$ cat src/rtl/led_mode_ctrl.sv
// Push-button LED mode controller: key sync/debounce, OFF/SLOW/FAST/ON mode FSM and blink prescaler.
// Optional auto-advance after AUTO_TOGGLES blink toggles is built when LED_MODE_AUTO_CYCLE_EN is defined.
module led_mode_ctrl #(
  parameter logic [24:0] CNT_SLOW_MAX = 25'd24_999_999,
  parameter logic [24:0] CNT_FAST_MAX = 25'd4_999_999,
  parameter logic [19:0] DEBOUNCE_MAX = 20'd999_999
`ifdef LED_MODE_AUTO_CYCLE_EN
  ,
  parameter logic [3:0]  AUTO_TOGGLES = 4'd8
`endif
) (
  input  logic       sys_clk,
  input  logic       sys_rst_n,
  input  logic       key_in,
  output logic       led_out,
  output logic [1:0] mode_out,
  output logic       mode_chg
);

  typedef enum logic [1:0] {
    S_OFF  = 2'b00,
    S_SLOW = 2'b01,
    S_FAST = 2'b10,
    S_ON   = 2'b11
  } mode_t;

  logic        r_sync1;
  logic        r_key_s;
  logic [19:0] r_deb_cnt;
  mode_t       r_mode;
  logic [24:0] r_cnt;
  logic        r_led;
  logic        r_chg;

  logic        w_press;
  logic        w_blink;
  logic [24:0] w_max;
  logic        w_tc;
  logic        w_auto;
  logic        w_adv;
  mode_t       w_next;

  always_ff @(posedge sys_clk or negedge sys_rst_n) begin
    if (!sys_rst_n) begin
      r_sync1   <= 1'b1;
      r_key_s   <= 1'b1;
      r_deb_cnt <= 20'd0;
    end else begin
      r_sync1 <= key_in;
      r_key_s <= r_sync1;
      if (r_key_s)
        r_deb_cnt <= 20'd0;
      else if (r_deb_cnt != DEBOUNCE_MAX)
        r_deb_cnt <= r_deb_cnt + 20'd1;
    end
  end

  // The counter saturates one past the press value, so a held key fires once.
  assign w_press = !r_key_s && (r_deb_cnt == DEBOUNCE_MAX - 20'd1);
  assign w_blink = (r_mode == S_SLOW) || (r_mode == S_FAST);
  assign w_max   = (r_mode == S_FAST) ? CNT_FAST_MAX : CNT_SLOW_MAX;
  assign w_tc    = w_blink && (r_cnt == w_max);
  assign w_next  = mode_t'(r_mode + 2'd1);

`ifdef LED_MODE_AUTO_CYCLE_EN
  logic [3:0] r_tog_cnt;

  // The toggle that would reach AUTO_TOGGLES is replaced by the mode advance.
  assign w_auto = w_tc && ((r_tog_cnt + 4'd1) == AUTO_TOGGLES);

  always_ff @(posedge sys_clk or negedge sys_rst_n) begin
    if (!sys_rst_n)
      r_tog_cnt <= 4'd0;
    else if (w_adv)
      r_tog_cnt <= 4'd0;
    else if (w_tc)
      r_tog_cnt <= r_tog_cnt + 4'd1;
  end
`else
  assign w_auto = 1'b0;
`endif

  assign w_adv = w_press || w_auto;

  always_ff @(posedge sys_clk or negedge sys_rst_n) begin
    if (!sys_rst_n) begin
      r_mode <= S_OFF;
      r_cnt  <= 25'd0;
      r_led  <= 1'b0;
      r_chg  <= 1'b0;
    end else begin
      r_chg <= w_adv;
      if (w_adv) begin
        // A mode change takes priority over a coincident terminal count.
        r_mode <= w_next;
        r_cnt  <= 25'd0;
        r_led  <= (w_next == S_ON);
      end else if (w_blink) begin
        if (w_tc) begin
          r_cnt <= 25'd0;
          r_led <= ~r_led;
        end else begin
          r_cnt <= r_cnt + 25'd1;
        end
      end else begin
        r_cnt <= 25'd0;
        r_led <= (r_mode == S_ON);
      end
    end
  end

  assign led_out  = r_led;
  assign mode_out = r_mode;
  assign mode_chg = r_chg;

endmodule

$ cat config.mk
export PLATFORM = sky130hd
export DESIGN_NAME = led_mode_ctrl
export DESIGN_NICKNAME = d
export VERILOG_FILES = /design/src/rtl/led_mode_ctrl.sv
export SDC_FILE = /design/constraint.sdc
export NUM_CORES = 1
export LEC_CHECK = 0
export ABC_AREA = 0
export CAP_MARGIN = 20
export CELL_PAD_IN_SITES_DETAIL_PLACEMENT = 0
export CELL_PAD_IN_SITES_GLOBAL_PLACEMENT = 1
export CORE_MARGIN = 10
export CORE_UTILIZATION = 43
export CTS_CLUSTER_DIAMETER = 30
export DETAILED_ROUTE_END_ITERATION = 16
export PLACE_DENSITY_LB_ADDON = 0.1
export SLEW_MARGIN = 20
export SYNTH_ARGS = -nofsm -noshare
export SYNTH_HDL_FRONTEND = slang
export SYNTH_SLANG_ARGS = --single-unit
$ cat constraint.sdc
create_clock -name sys_clk -period 2.25 [get_ports sys_clk]
set_input_delay 0.225 -clock sys_clk [delete_from_list [all_inputs] [get_ports sys_clk]]
set_output_delay 0.225 -clock sys_clk [all_outputs]
set_load 0.1 [all_outputs]
==> report_table.html <==
<table>
<tr><th>Metric</th><th>Value</th></tr>
<tr><th colspan="2">Clocking</th></tr>
<tr><td>Inserted Clock Buffers</td><td>5</td></tr>
<tr><td>Later-pin clock latency in the skew report</td><td>0.31 ns</td></tr>
<tr><td>Reg clk slew, reported paths</td><td>0.10 ns</td></tr>
<tr><td>CTS HTree Levels</td><td>2</td></tr>
<tr><td>Cell chosen for the clock root</td><td>clkbuf_8</td></tr>
<tr><td>Worst-case clock buffer depth</td><td>2</td></tr>
<tr><td>CTS tree</td><td>yes</td></tr>
<tr><td>Total number of clock tree sinks</td><td>51</td></tr>
<tr><th colspan="2">Worst setup path</th></tr>
<tr><td>Worst setup EP type</td><td>register</td></tr>
<tr><td>Setup Crit Path Kind</td><td>reg2reg</td></tr>
<tr><td>R2r worst-path depth</td><td>5</td></tr>
<tr><td>Reg2reg setup slack</td><td>0.15 ns</td></tr>
<tr><td>Worst flop-to-flop path startpoint</td><td>r_deb_cnt[6]$_DFFE_PN0P_</td></tr>
<tr><td>Setup crit start</td><td>r_deb_cnt[6]$_DFFE_PN0P_</td></tr>
<tr><td>Worst flop-to-flop path endpoint</td><td>led_out$_DFFE_PN0P_</td></tr>
<tr><td>Worst-path maximum fanout</td><td>4</td></tr>
<tr><td>Critical Path RT</td><td>2.46 ns</td></tr>
<tr><td>Worst setup SP type</td><td>register</td></tr>
<tr><td>Data arrival, critical path</td><td>2.30 ns</td></tr>
<tr><th colspan="2">Logic synthesis</th></tr>
<tr><td>Mean instance size in the synthesized netlist</td><td>9.94 µm²</td></tr>
<tr><td>Register area share after synthesis</td><td>49.7%</td></tr>
<tr><td>Number of different library cells in the post-synthesis netlist</td><td>40</td></tr>
<tr><td>Cell count after synthesis</td><td>259</td></tr>
<tr><td>Largest cells by area after synthesis</td><td>dfrtp_1 48%, xnor2_1 6.8%, nor2_1 6.0%, xor2_1 5.4%, nand3_1 2.9%</td></tr>
<tr><td>Top cell type's share of synthesized area</td><td>47.6%</td></tr>
<tr><td>Number of warnings issued by yosys</td><td>0</td></tr>
<tr><td>Number of nets in the synthesized netlist</td><td>267</td></tr>
<tr><td>Area of the mapped netlist</td><td>2570 µm²</td></tr>
<tr><td>Seq cells post-synth</td><td>51</td></tr>
<tr><td>Library cell with the largest summed area after synthesis</td><td>dfrtp_1</td></tr>
<tr><th colspan="2">Timing</th></tr>
<tr><td>Highest Clock Rate</td><td>477 MHz</td></tr>
<tr><td>Total negative slack</td><td>0 ns</td></tr>
<tr><td>Worst clock skew</td><td>0.0105 ns</td></tr>
<tr><td>Unrepaired setup endpoints after global routing</td><td>no</td></tr>
<tr><td>Final setup violation count</td><td>0</td></tr>
<tr><td>Final number of hold-violating endpoints</td><td>0</td></tr>
<tr><td>Share of the cycle needed by the critical path after routing</td><td>93.2%</td></tr>
<tr><td>Worst slew pin tran</td><td>0.500 ns</td></tr>
<tr><td>Crit path time final</td><td>2.10 ns</td></tr>
<tr><td>Max-slew violation total from the final report</td><td>0</td></tr>
<tr><td>Remaining max-slew budget at the tightest pin</td><td>66.5%</td></tr>
<tr><th colspan="2">Run status</th></tr>
<tr><td>Status</td><td>complete, no violations</td></tr>
<tr><th colspan="2">Global route</th></tr>
<tr><td>Maximum number of pins on one net before global-route repair</td><td>21</td></tr>
<tr><td>Wire length of the first global-routing pass</td><td>8860 µm</td></tr>
<tr><td>Final global-route overflow total</td><td>0</td></tr>
<tr><td>Overall global routing resource usage</td><td>11.0%</td></tr>
<tr><td>Number of antenna violations at the first check in global routing</td><td>0</td></tr>
<tr><td>Number of global-route vias before repair</td><td>1842</td></tr>
<tr><th colspan="2">Power</th></tr>
<tr><td>Pwr/cell area</td><td>573 nW/µm²</td></tr>
<tr><td>Clock share of power</td><td>40.6%</td></tr>
<tr><td>Combinational group share of total power</td><td>2.6%</td></tr>
<tr><td>Switching component of the power</td><td>342 µW</td></tr>
<tr><td>Worst IR drop on VDD</td><td>0.000297 V</td></tr>
<tr><td>Net Sw Frac</td><td>20.9%</td></tr>
<tr><td>Sequential fraction of design power</td><td>56.8%</td></tr>
<tr><td>Cell Int Power</td><td>1.30 mW</td></tr>
<tr><td>Leak Pwr</td><td>1.17 nW</td></tr>
<tr><th colspan="2">Detailed routing</th></tr>
<tr><td>Starting DRT DRC Count</td><td>105</td></tr>
<tr><td>First-pass iteration count of the detailed router</td><td>4</td></tr>
<tr><td>Number of nets still failing antenna checks after routing</td><td>0</td></tr>
<tr><td>Detailed-route vias per instance</td><td>5.22</td></tr>
<tr><td>Residual DRC</td><td>0</td></tr>
<tr><td>Vias</td><td>1816</td></tr>
<tr><td>Routed WL</td><td>5060 µm</td></tr>
<tr><td>Detailed-route wire length per cell</td><td>14.5 µm</td></tr>
<tr><th colspan="2">Die</th></tr>
<tr><td>Number of cell rows</td><td>28</td></tr>
<tr><td>Total Die Area</td><td>9480 µm²</td></tr>
<tr><td>Width of the die</td><td>97.4 µm</td></tr>
<tr><td>Vert. Die Dim</td><td>97.4 µm</td></tr>
<tr><td>I/O pin cnt</td><td>7</td></tr>
<tr><td>Starting density of the core</td><td>44.0%</td></tr>
<tr><td>Std-Cell Core Area</td><td>5850 µm²</td></tr>
<tr><th colspan="2">Cells and area</th></tr>
<tr><td>Area added between synthesis and finish</td><td>11.1%</td></tr>
<tr><td>Antenna cells</td><td>0</td></tr>
<tr><td>Final nets</td><td>280</td></tr>
<tr><td>Non-filler cells in the finished layout</td><td>348</td></tr>
<tr><td>Fraction of layout instances using a drive strength above 1</td><td>14.3%</td></tr>
<tr><th colspan="2">Placement</th></tr>
<tr><td>IO Port Bufs</td><td>6</td></tr>
<tr><td>RD Place Congestion</td><td>0.782</td></tr>
<tr><td>HPWL reported at the end of detailed placement</td><td>3560 µm</td></tr>
<tr><td>Cells after DPL</td><td>339</td></tr>
<tr><th colspan="2">Min path</th></tr>
<tr><td>Startpoint of the worst hold path</td><td>key_in</td></tr>
<tr><td>Class of the tightest hold or removal check</td><td>in2reg</td></tr>
<tr><td>Capture endpoint of the worst hold path</td><td>r_sync1$_DFF_PN1_</td></tr>
<tr><td>Number of cells traversed by the worst hold path</td><td>1</td></tr>
<tr><th colspan="2">Run</th></tr>
<tr><td>Maxcap violations</td><td>0</td></tr>
</table>
-- layout make-up --
type                            instances  area, µm²
Sequential cell                        51       1280
Tap cell                               75       93.8
Timing Repair Buffer                   16        123
Inverter                                9       33.8
Clock inverter                          2       35.0
Fill cell                             546       2990
Clock buffer                            6       82.6
Multi-Input combinational cell        189       1210
-- power by group through the flow --
| stage | registers [mW] | clock network, mW | logic, mW |
|---|---|---|---|
| after CTS | 0.930 | 0.697 | 0.0443 |
| after detailed placement | 0.948 | 0 | 0.0430 |
| after floorplan | 0.947 | 0 | 0.0133 |
| after global placement | 0.948 | 0 | 0.0422 |
| final | 0.930 | 0.666 | 0.0424 |
| after global routing | 0.932 | 0.739 | 0.0492 |
-- synth_stat cells, drive strengths merged --
cell type  instances
nand3             15
nand2b             1
ha                 5
nand4b             2
or4                1
xor2              16
nor4               6
and3               7
nand4              9
nand2             18
inv                9
a31oi              2
o21ai              7
o21bai             1
nor3               8
a21oi              7
nor4b              2
and4               6
or4b               2
dfstp              2
clkbuf             7
or3                6
a211o              1
xnor2             20
o31ai              1
mux2               2
or3b               1
buf                3
and4b              1
a211oi             1
dfrtp             49
nor2              41
-- cell usage in the layout (no fill, tap or decap), types with 5 or more instances in the layout --
| cell | netlist | layout |
|---|---|---|
| or3_1 | 5 | 5 |
| and4_1 | 5 | 5 |
| o21ai_0 | 7 | 7 |
| clkbuf_8 | 0 | 6 |
| and3_1 | 6 | 6 |
| nor3_1 | 8 | 8 |
| xnor2_1 | 20 | 20 |
| xor2_1 | 16 | 16 |
| a21oi_1 | 7 | 7 |
| buf_4 | 2 | 13 |
| nand2_1 | 17 | 17 |
| dfrtp_1 | 49 | 47 |
| ha_1 | 5 | 5 |
| nand3_1 | 15 | 15 |
| nand4_1 | 9 | 9 |
| inv_1 | 8 | 8 |
| nor4_1 | 5 | 5 |
| nor2_1 | 41 | 41 |
-- worst max-delay path by stage --
| stage | endpoint | slack [ns] | cells after the start |
|---|---|---|---|
| floorplan | led_out$_DFFE_PN0P_ | 0.02 | 7 |
| global placement | led_out$_DFFE_PN0P_ | 0.20 | 5 |
| detailed placement | led_out$_DFFE_PN0P_ | 0.16 | 5 |
| CTS | led_out$_DFFE_PN0P_ | 0.14 | 5 |
| global route | r_cnt[24]$_DFF_PN0_ | 0.09 | 6 |
| finish | led_out$_DFFE_PN0P_ | 0.15 | 5 |
-- critical path, stage by stage (launching register included) --
cell	delay, ns
dfrtp_1	0.42
or4_4	0.55
nor4_4	0.36
nand2_4	0.10
mux2_4	0.31
mux2_4	0.25
-- sequential cells by signal, indices dropped and copies added (netlist names) --
| name | flops |
|---|---|
| r_sync1 | 1 |
| mode_out | 2 |
| r_deb_cnt | 20 |
| led_out | 1 |
| mode_chg | 1 |
| r_cnt | 25 |
| r_key_s | 1 |
-- cells by family after synthesis --
logic type	count (synthesis)	synth area share, %
buffers and inverters	19	3.35
flip-flops	51	49.7
multiplexers	2	1.17
adder cells (fa/ha/maj)	5	2.43
AND/OR/NAND/NOR	126	26.6
AO/OA/AOI/OAI	20	4.47
XOR/XNOR	36	12.3
-- per-layer routing --
layer,wire length (µm),GRT usage [%],vias to the layer above
li1,-,-,917
met1,2660,15.0,871
met2,2140,16.1,23
met3,187,3.20,5
met4,63,3.91,0
met5,0,0,-
-- per-stage QoR --
stage	setup WS (ns)	area (µm²)	hold slack (ns)	util (%)	total power, mW
global placement	0.201	2730	0.156	46.7	0.991
detailed placement	0.156	2730	0.168	46.7	0.991
global route	0.0863	2860	0.308	48.9	1.72
floorplan	0.0229	2580	-0.0706	-	0.960
CTS	0.140	2860	0.313	48.9	1.67
finish	0.153	2860	0.323	48.9	1.64
-- repair_timing --
item / in CTS / in global routing
endpoints found under the hold margin: 15 / 0
hold buffers: 1 / 0
gates resized for setup: 0 / 0
buffers inserted: 0 / 0
Note: power is estimated with default switching activity, not from simulation.
